[src/rtl/pipe_hazard_ctrl_pkg.sv]
// Shared definitions for the pipeline hazard controller: M-stage wait FSM encoding
// and the default build parameters used by the core.
package pipe_hazard_ctrl_pkg;

  typedef enum logic {
    ST_IDLE = 1'b0,
    ST_WAIT = 1'b1
  } mem_state_e;

  localparam int LOAD_LAT_DEF      = 0;
  localparam int USE_MEM_READY_DEF = 0;
  localparam int REG_AW_DEF        = 5;
  localparam int CNT_W_DEF         = 4;
  localparam int PERF_W_DEF        = 32;

endpackage

[src/rtl/pipe_hazard_ctrl_sat_counter.sv]
// Saturating up-counter used for the stall performance counters; sticks at all-ones.
module sat_counter #(
  parameter int W = 32
) (
  input  logic         clk,
  input  logic         rst,
  input  logic         inc,
  output logic [W-1:0] q
);

  logic [W-1:0] q_q;
  logic [W-1:0] q_d;

  always_comb begin
    q_d = q_q;
    if (inc && (q_q != '1)) begin
      q_d = q_q + 1'b1;
    end
  end

  always_ff @(posedge clk or negedge rst) begin
    if (!rst) begin
      q_q <= '0;
    end else begin
      q_q <= q_d;
    end
  end

  assign q = q_q;

endmodule

[src/rtl/pipe_hazard_ctrl.sv]
// Load-use / branch / data-memory hazard controller for the 5-stage RV32 pipeline.
// Drives per-stage advance enables and bubble-insert flushes, plus stall perf counters.
module pipe_hazard_ctrl
  import pipe_hazard_ctrl_pkg::*;
#(
  parameter int LOAD_LAT      = LOAD_LAT_DEF,
  parameter int USE_MEM_READY = USE_MEM_READY_DEF,
  parameter int REG_AW        = REG_AW_DEF,
  parameter int CNT_W         = CNT_W_DEF,
  parameter int PERF_W        = PERF_W_DEF
) (
  input  logic              clk,
  input  logic              rst,
  input  logic [REG_AW-1:0] rs1_d,
  input  logic [REG_AW-1:0] rs2_d,
  input  logic [REG_AW-1:0] rd_e,
  input  logic              regwrite_e,
  input  logic              memread_e,
  input  logic              memread_m,
  input  logic              pcsrc_e,
  input  logic              mem_ready,
  output logic              valid_PC,
  output logic              valid_F,
  output logic              valid_D,
  output logic              valid_E,
  output logic              valid_M,
  output logic              flash_D,
  output logic              flash_E,
  output logic              flash_W,
  output logic              mem_busy,
  output logic [PERF_W-1:0] lwstall_cnt,
  output logic [PERF_W-1:0] memstall_cnt
);

  if ((USE_MEM_READY == 0) && (CNT_W < 32) && (LOAD_LAT > (2 ** CNT_W) - 1)) begin : g_bad_cfg
    $error("CNT_W too narrow for LOAD_LAT");
  end

  mem_state_e         state_q;
  mem_state_e         state_d;
  logic [CNT_W-1:0]   cnt_q;
  logic [CNT_W-1:0]   cnt_d;
  logic               mem_busy_q;

  logic               lwstall;
  logic               lwstall_eff;
  logic               mem_stall_raw;
  logic               mem_stall;

  assign lwstall = memread_e & regwrite_e & (rd_e != '0) &
                   ((rs1_d == rd_e) | (rs2_d == rd_e));
  // A taken branch squashes the dependent instruction in D, so no stall is needed.
  assign lwstall_eff = lwstall & ~pcsrc_e;

  always_comb begin
    state_d       = state_q;
    cnt_d         = cnt_q;
    mem_stall_raw = 1'b0;
    if (USE_MEM_READY != 0) begin
      case (state_q)
        ST_IDLE: begin
          if (memread_m && !mem_ready) begin
            mem_stall_raw = 1'b1;
            state_d       = ST_WAIT;
          end
        end
        ST_WAIT: begin
          mem_stall_raw = ~mem_ready;
          if (mem_ready) begin
            state_d = ST_IDLE;
          end
        end
        default: state_d = ST_IDLE;
      endcase
    end else if (LOAD_LAT > 0) begin
      case (state_q)
        ST_IDLE: begin
          if (memread_m) begin
            mem_stall_raw = 1'b1;
            state_d       = ST_WAIT;
            cnt_d         = CNT_W'(LOAD_LAT - 1);
          end
        end
        ST_WAIT: begin
          if (cnt_q != '0) begin
            mem_stall_raw = 1'b1;
            cnt_d         = cnt_q - 1'b1;
          end else begin
            state_d = ST_IDLE;
          end
        end
        default: state_d = ST_IDLE;
      endcase
    end
  end

  // Reset must release the pipeline at once, even while memread_m is still high.
  assign mem_stall = mem_stall_raw & rst;

  always_ff @(posedge clk or negedge rst) begin
    if (!rst) begin
      state_q    <= ST_IDLE;
      cnt_q      <= '0;
      mem_busy_q <= 1'b0;
    end else begin
      state_q    <= state_d;
      cnt_q      <= cnt_d;
      mem_busy_q <= (state_d == ST_WAIT);
    end
  end

  assign valid_PC = ~(mem_stall | lwstall_eff);
  assign valid_F  = ~(mem_stall | lwstall_eff);
  assign valid_D  = ~mem_stall;
  assign valid_E  = ~mem_stall;
  assign valid_M  = ~mem_stall;
  assign flash_D  = pcsrc_e & ~mem_stall;
  assign flash_E  = (pcsrc_e | lwstall_eff) & ~mem_stall;
  assign flash_W  = mem_stall;
  assign mem_busy = mem_busy_q;

  sat_counter #(.W(PERF_W)) u_lwstall_cnt (
    .clk (clk),
    .rst (rst),
    .inc (lwstall_eff & ~mem_stall),
    .q   (lwstall_cnt)
  );

  sat_counter #(.W(PERF_W)) u_memstall_cnt (
    .clk (clk),
    .rst (rst),
    .inc (mem_stall),
    .q   (memstall_cnt)
  );

endmodule
[config.mk]
export PLATFORM = sky130hd
export DESIGN_NAME = pipe_hazard_ctrl
export DESIGN_NICKNAME = d
export VERILOG_FILES = /design/src/rtl/pipe_hazard_ctrl_pkg.sv /design/src/rtl/pipe_hazard_ctrl_sat_counter.sv /design/src/rtl/pipe_hazard_ctrl.sv
export SDC_FILE = /design/constraint.sdc
export NUM_CORES = 1
export LEC_CHECK = 0
export ABC_AREA = 1
export CORE_UTILIZATION = 40
export DETAILED_ROUTE_END_ITERATION = 10
export PLACE_DENSITY = 0.72
export SETUP_SLACK_MARGIN = 0.05
export SLEW_MARGIN = 20
export SYNTH_ARGS = -nofsm -noshare
export SYNTH_HDL_FRONTEND = slang
export SYNTH_SLANG_ARGS = --single-unit
[constraint.sdc]
create_clock -name clk -period 4 [get_ports clk]
set_input_delay 0.8 -clock clk [delete_from_list [all_inputs] [get_ports clk]]
set_output_delay 0.8 -clock clk [all_outputs]
set_load 0.005 [all_outputs]
==> impl_metrics.csv <==
group,metric,value,unit
route,topRoutingLayerUsed,"met4",
final_layout,n_fill_cell,640,
clock_network,ctsHoldBuffers,0,
grt,grt_pass1_vias,2271,
final_layout,final_net_count,482,
worst_setup_path,rr_endpoint,"u_lwstall_cnt.q[30]",
worst_setup_path,r2r_start,"u_lwstall_cnt.q[0]",
timing,relSlewSlack,0.453,
final_layout,area_growth,19.3,%
clock_network,cts_buffer_depth,2,
timing,fin_skew,0.00458,ns
final_layout,multiInputGateArea,1560,um^2
power,p_int,0.521,mW
yosys,yosys.area.top_type,"dfrtp_1",
clock_network,cts.root.buffer_cell,"clkbuf_8",
yosys,async_flop_share,1.00,
run,max-cap-violations,0,
timing,clock.fmax,309,MHz
power,vdd_drop_max,0.147,mV
run_status,violations,"design-rule violations",
worst_setup_path,cp_max_fo,4,
route,wl_met3,351,um
yosys,synth_top_area_share,0.296,
place,place.detailed.hpwl,4520,um
yosys,yosys-top-cells-area,"dfrtp_1 30%, nand2_1 26%, buf_4 11%",
route,ant_nets,0,
timing,min_period,3.23,ns
route,routed_wire_length_per_instance,10.9,um
floorplanning,row_count,29,
clock_network,cts_buffers,5,
final_layout,ff_latch_area,801,um^2
grt,grt.overflow.total,0,
min_path,hold_end,"u_lwstall_cnt.q[1]",
worst_setup_path,start_kind,"input port",
yosys,synth_ff_type,"dfrtp_1",
min_path,hp-class,"flip-flop to flip-flop",
yosys,yosysMostFrequentCell,"nand2_1",
route,wl_met2,2680,um
yosys,ys_ff_latch,32,
final_layout,largest_reg_flops,32,
grt,grt_pass1_wl,10400,um
yosys,synthCells,406,
yosys,synth_area,2710,um^2
clock_network,postCtsSetupRepairBufs,0,
power,p_switching,0.161,mW
route,dr.pass1.iters,7,
yosys,synth_enable_flop_cells,0,
clock_network,tritoncts,"done",
route,first_iter_violations,132,
clock_network,htree_num_levels,2,
floorplanning,start_util,0.421,
power,clkPwrFrac,0.394,
power,seq_power_share,0.491,
power,switching_share,0.237,
floorplanning,core_area,6420,um^2
timing,slew_viol_final,0,
floorplanning,die_w,84.2,um
power,powerDensity,212,nW/um^2
place,io_buffers,55,
final_layout,final_area,3230,um^2
route,drc,17,
yosys,ys_warn_count,0,
yosys,ys_types,26,
timing,tightest_slew,0.819,ns
route,routed_via_density,4.54,
worst_setup_path,cp-end-kind,"primary output",
grt,grt_use_total,0.180,
worst_setup_path,reg2reg_slack,1.79,ns
worst_setup_path,criticalPathCategory,"input port to primary output",
route,wl_met1,2760,um
clock_network,clock-sinks,32,
power,leakage,1.65,nW
yosys,syn_avg_cell_area,6.66,um^2
route,vias,2434,
min_path,hold_start,"u_lwstall_cnt.q[1]",
floorplanning,fp.dieH,84.2,um
power,p_comb_frac,0.115,
grt,grt_max_degree,33,
floorplanning,ios,95,
clock_network,clk_pin_slew,0.06,ns
place,gp_congestion,0.943,
worst_setup_path,critPathRequiredTime,3.20,ns
final_layout,num_antenna_cells,0,
floorplanning,die_area,7100,um^2
worst_setup_path,crit_arrival,2.43,ns
timing,fin_tns_setup,0,ns
timing,hold_viol,0,
yosys,synth-seq-area-share,0.296,
timing,rsz0062_at_grt,"false",
final_layout,drive_gt1_frac,0.0654,
min_path,holdPathStages,2,
worst_setup_path,rr_worst_depth,9,
route,wirelength,5860,um
clock_network,worstSkewPairLatency,0.29,ns
final_layout,finalCoreUtilization,0.502,
timing,final-setup-viol-count,0,
clock_network,ctsResizeCount,0,
power,p_total,0.683,mW
place,placement.cell_area,3130,um^2
yosys,synthTopCellsByCount,"185 x nand2_1, 42 x nor2_1, 39 x buf_4",
run_status,status,"complete, but fails checks",
timing,min_period_over_period,0.808,
grt,antenna_found_initial,0,
[cell families (layout without fill, tap and decap cells)]
group,after synthesis,in the layout,share of synthesized area
AOI/OAI and AO/OA,1,1,0.00185
xor gates and xnor gates,27,27,0.0874
adders and majority gates,1,1,0.00462
buffers and inverters,77,95,0.178
DFF,32,32,0.296
other,2,37,0.00278
and+or+nand+nor,266,266,0.430
[cells in the final DEF, fill, tap and decap left out, types with 4 or more instances in the layout]
master / Yosys / final
clkbuf_8: 0 / 7
clkdlybuf4s50_1: 0 / 55
conb_1: 2 / 37
dfrtp_1: 32 / 32
inv_1: 27 / 27
inv_2: 5 / 5
nand2_1: 185 / 185
nand3_1: 9 / 9
nand3b_1: 4 / 4
nand4_1: 4 / 4
nor2_1: 42 / 42
nor2_4: 6 / 6
nor3_1: 4 / 4
xnor2_1: 9 / 9
xor2_1: 18 / 18
[power by group through the flow]
stage / sequential (mW) / clock, mW / combinational (mW)
after floorplan: 0.341 / 0 / 0.0612
after CTS: 0.335 / 0.279 / 0.0792
after global routing: 0.336 / 0.289 / 0.0919
final: 0.335 / 0.269 / 0.0787
after detailed placement: 0.341 / 0 / 0.0785
after global placement: 0.341 / 0 / 0.0770
[stage by stage]
step / instances / hold slack (ns) / setup WS, ns
floorplan: 441 / 0.504 / 1.75
global placement: 529 / 0.513 / 0.790
detailed placement: 529 / 0.536 / 0.765
CTS: 536 / 0.552 / 0.757
global route: 536 / 0.578 / 0.578
finish: 536 / 0.549 / 0.769
[routing by layer]
metal / track usage / vias up
li1: - / 1252
met1: 0.236 / 1100
met2: 0.303 / 77
met3: 0.0295 / 5
met4: 0.0611 / 0
met5: 0 / -
[critical path, cell delays in order]
cell,delay [ns]
clkdlybuf4s50_1,0.54
inv_2,0.05
nand2_1,0.05
nand2_1,0.04
nor2_1,0.11
nand3_1,0.09
nand2_1,0.13
nand2_1,0.06
nand2_1,0.05
clkdlybuf4s50_1,0.50
[how the worst max path moves through the flow]
stage / from / to / slack, ns / depth (start not counted)
2_1_floorplan: rs2_d[3] / valid_PC / 1.75 / 8
3_3_place_gp: rd_e[2] / flash_E / 0.79 / 10
3_5_place_dp: rd_e[2] / flash_E / 0.77 / 10
4_1_cts: rd_e[2] / flash_E / 0.76 / 10
5_1_grt: rd_e[0] / flash_E / 0.58 / 10
6_report: rd_e[2] / flash_E / 0.77 / 10
[final cells by class]
class                      count  share of cell area
clock buffer                   7              0.0299
inverter                      32              0.0372
multi-input combinational    332               0.482
sequential                    32               0.248
tap                           77              0.0299
timing repair buffer          56               0.173
Note: power is estimated with default switching activity, not from simulation.
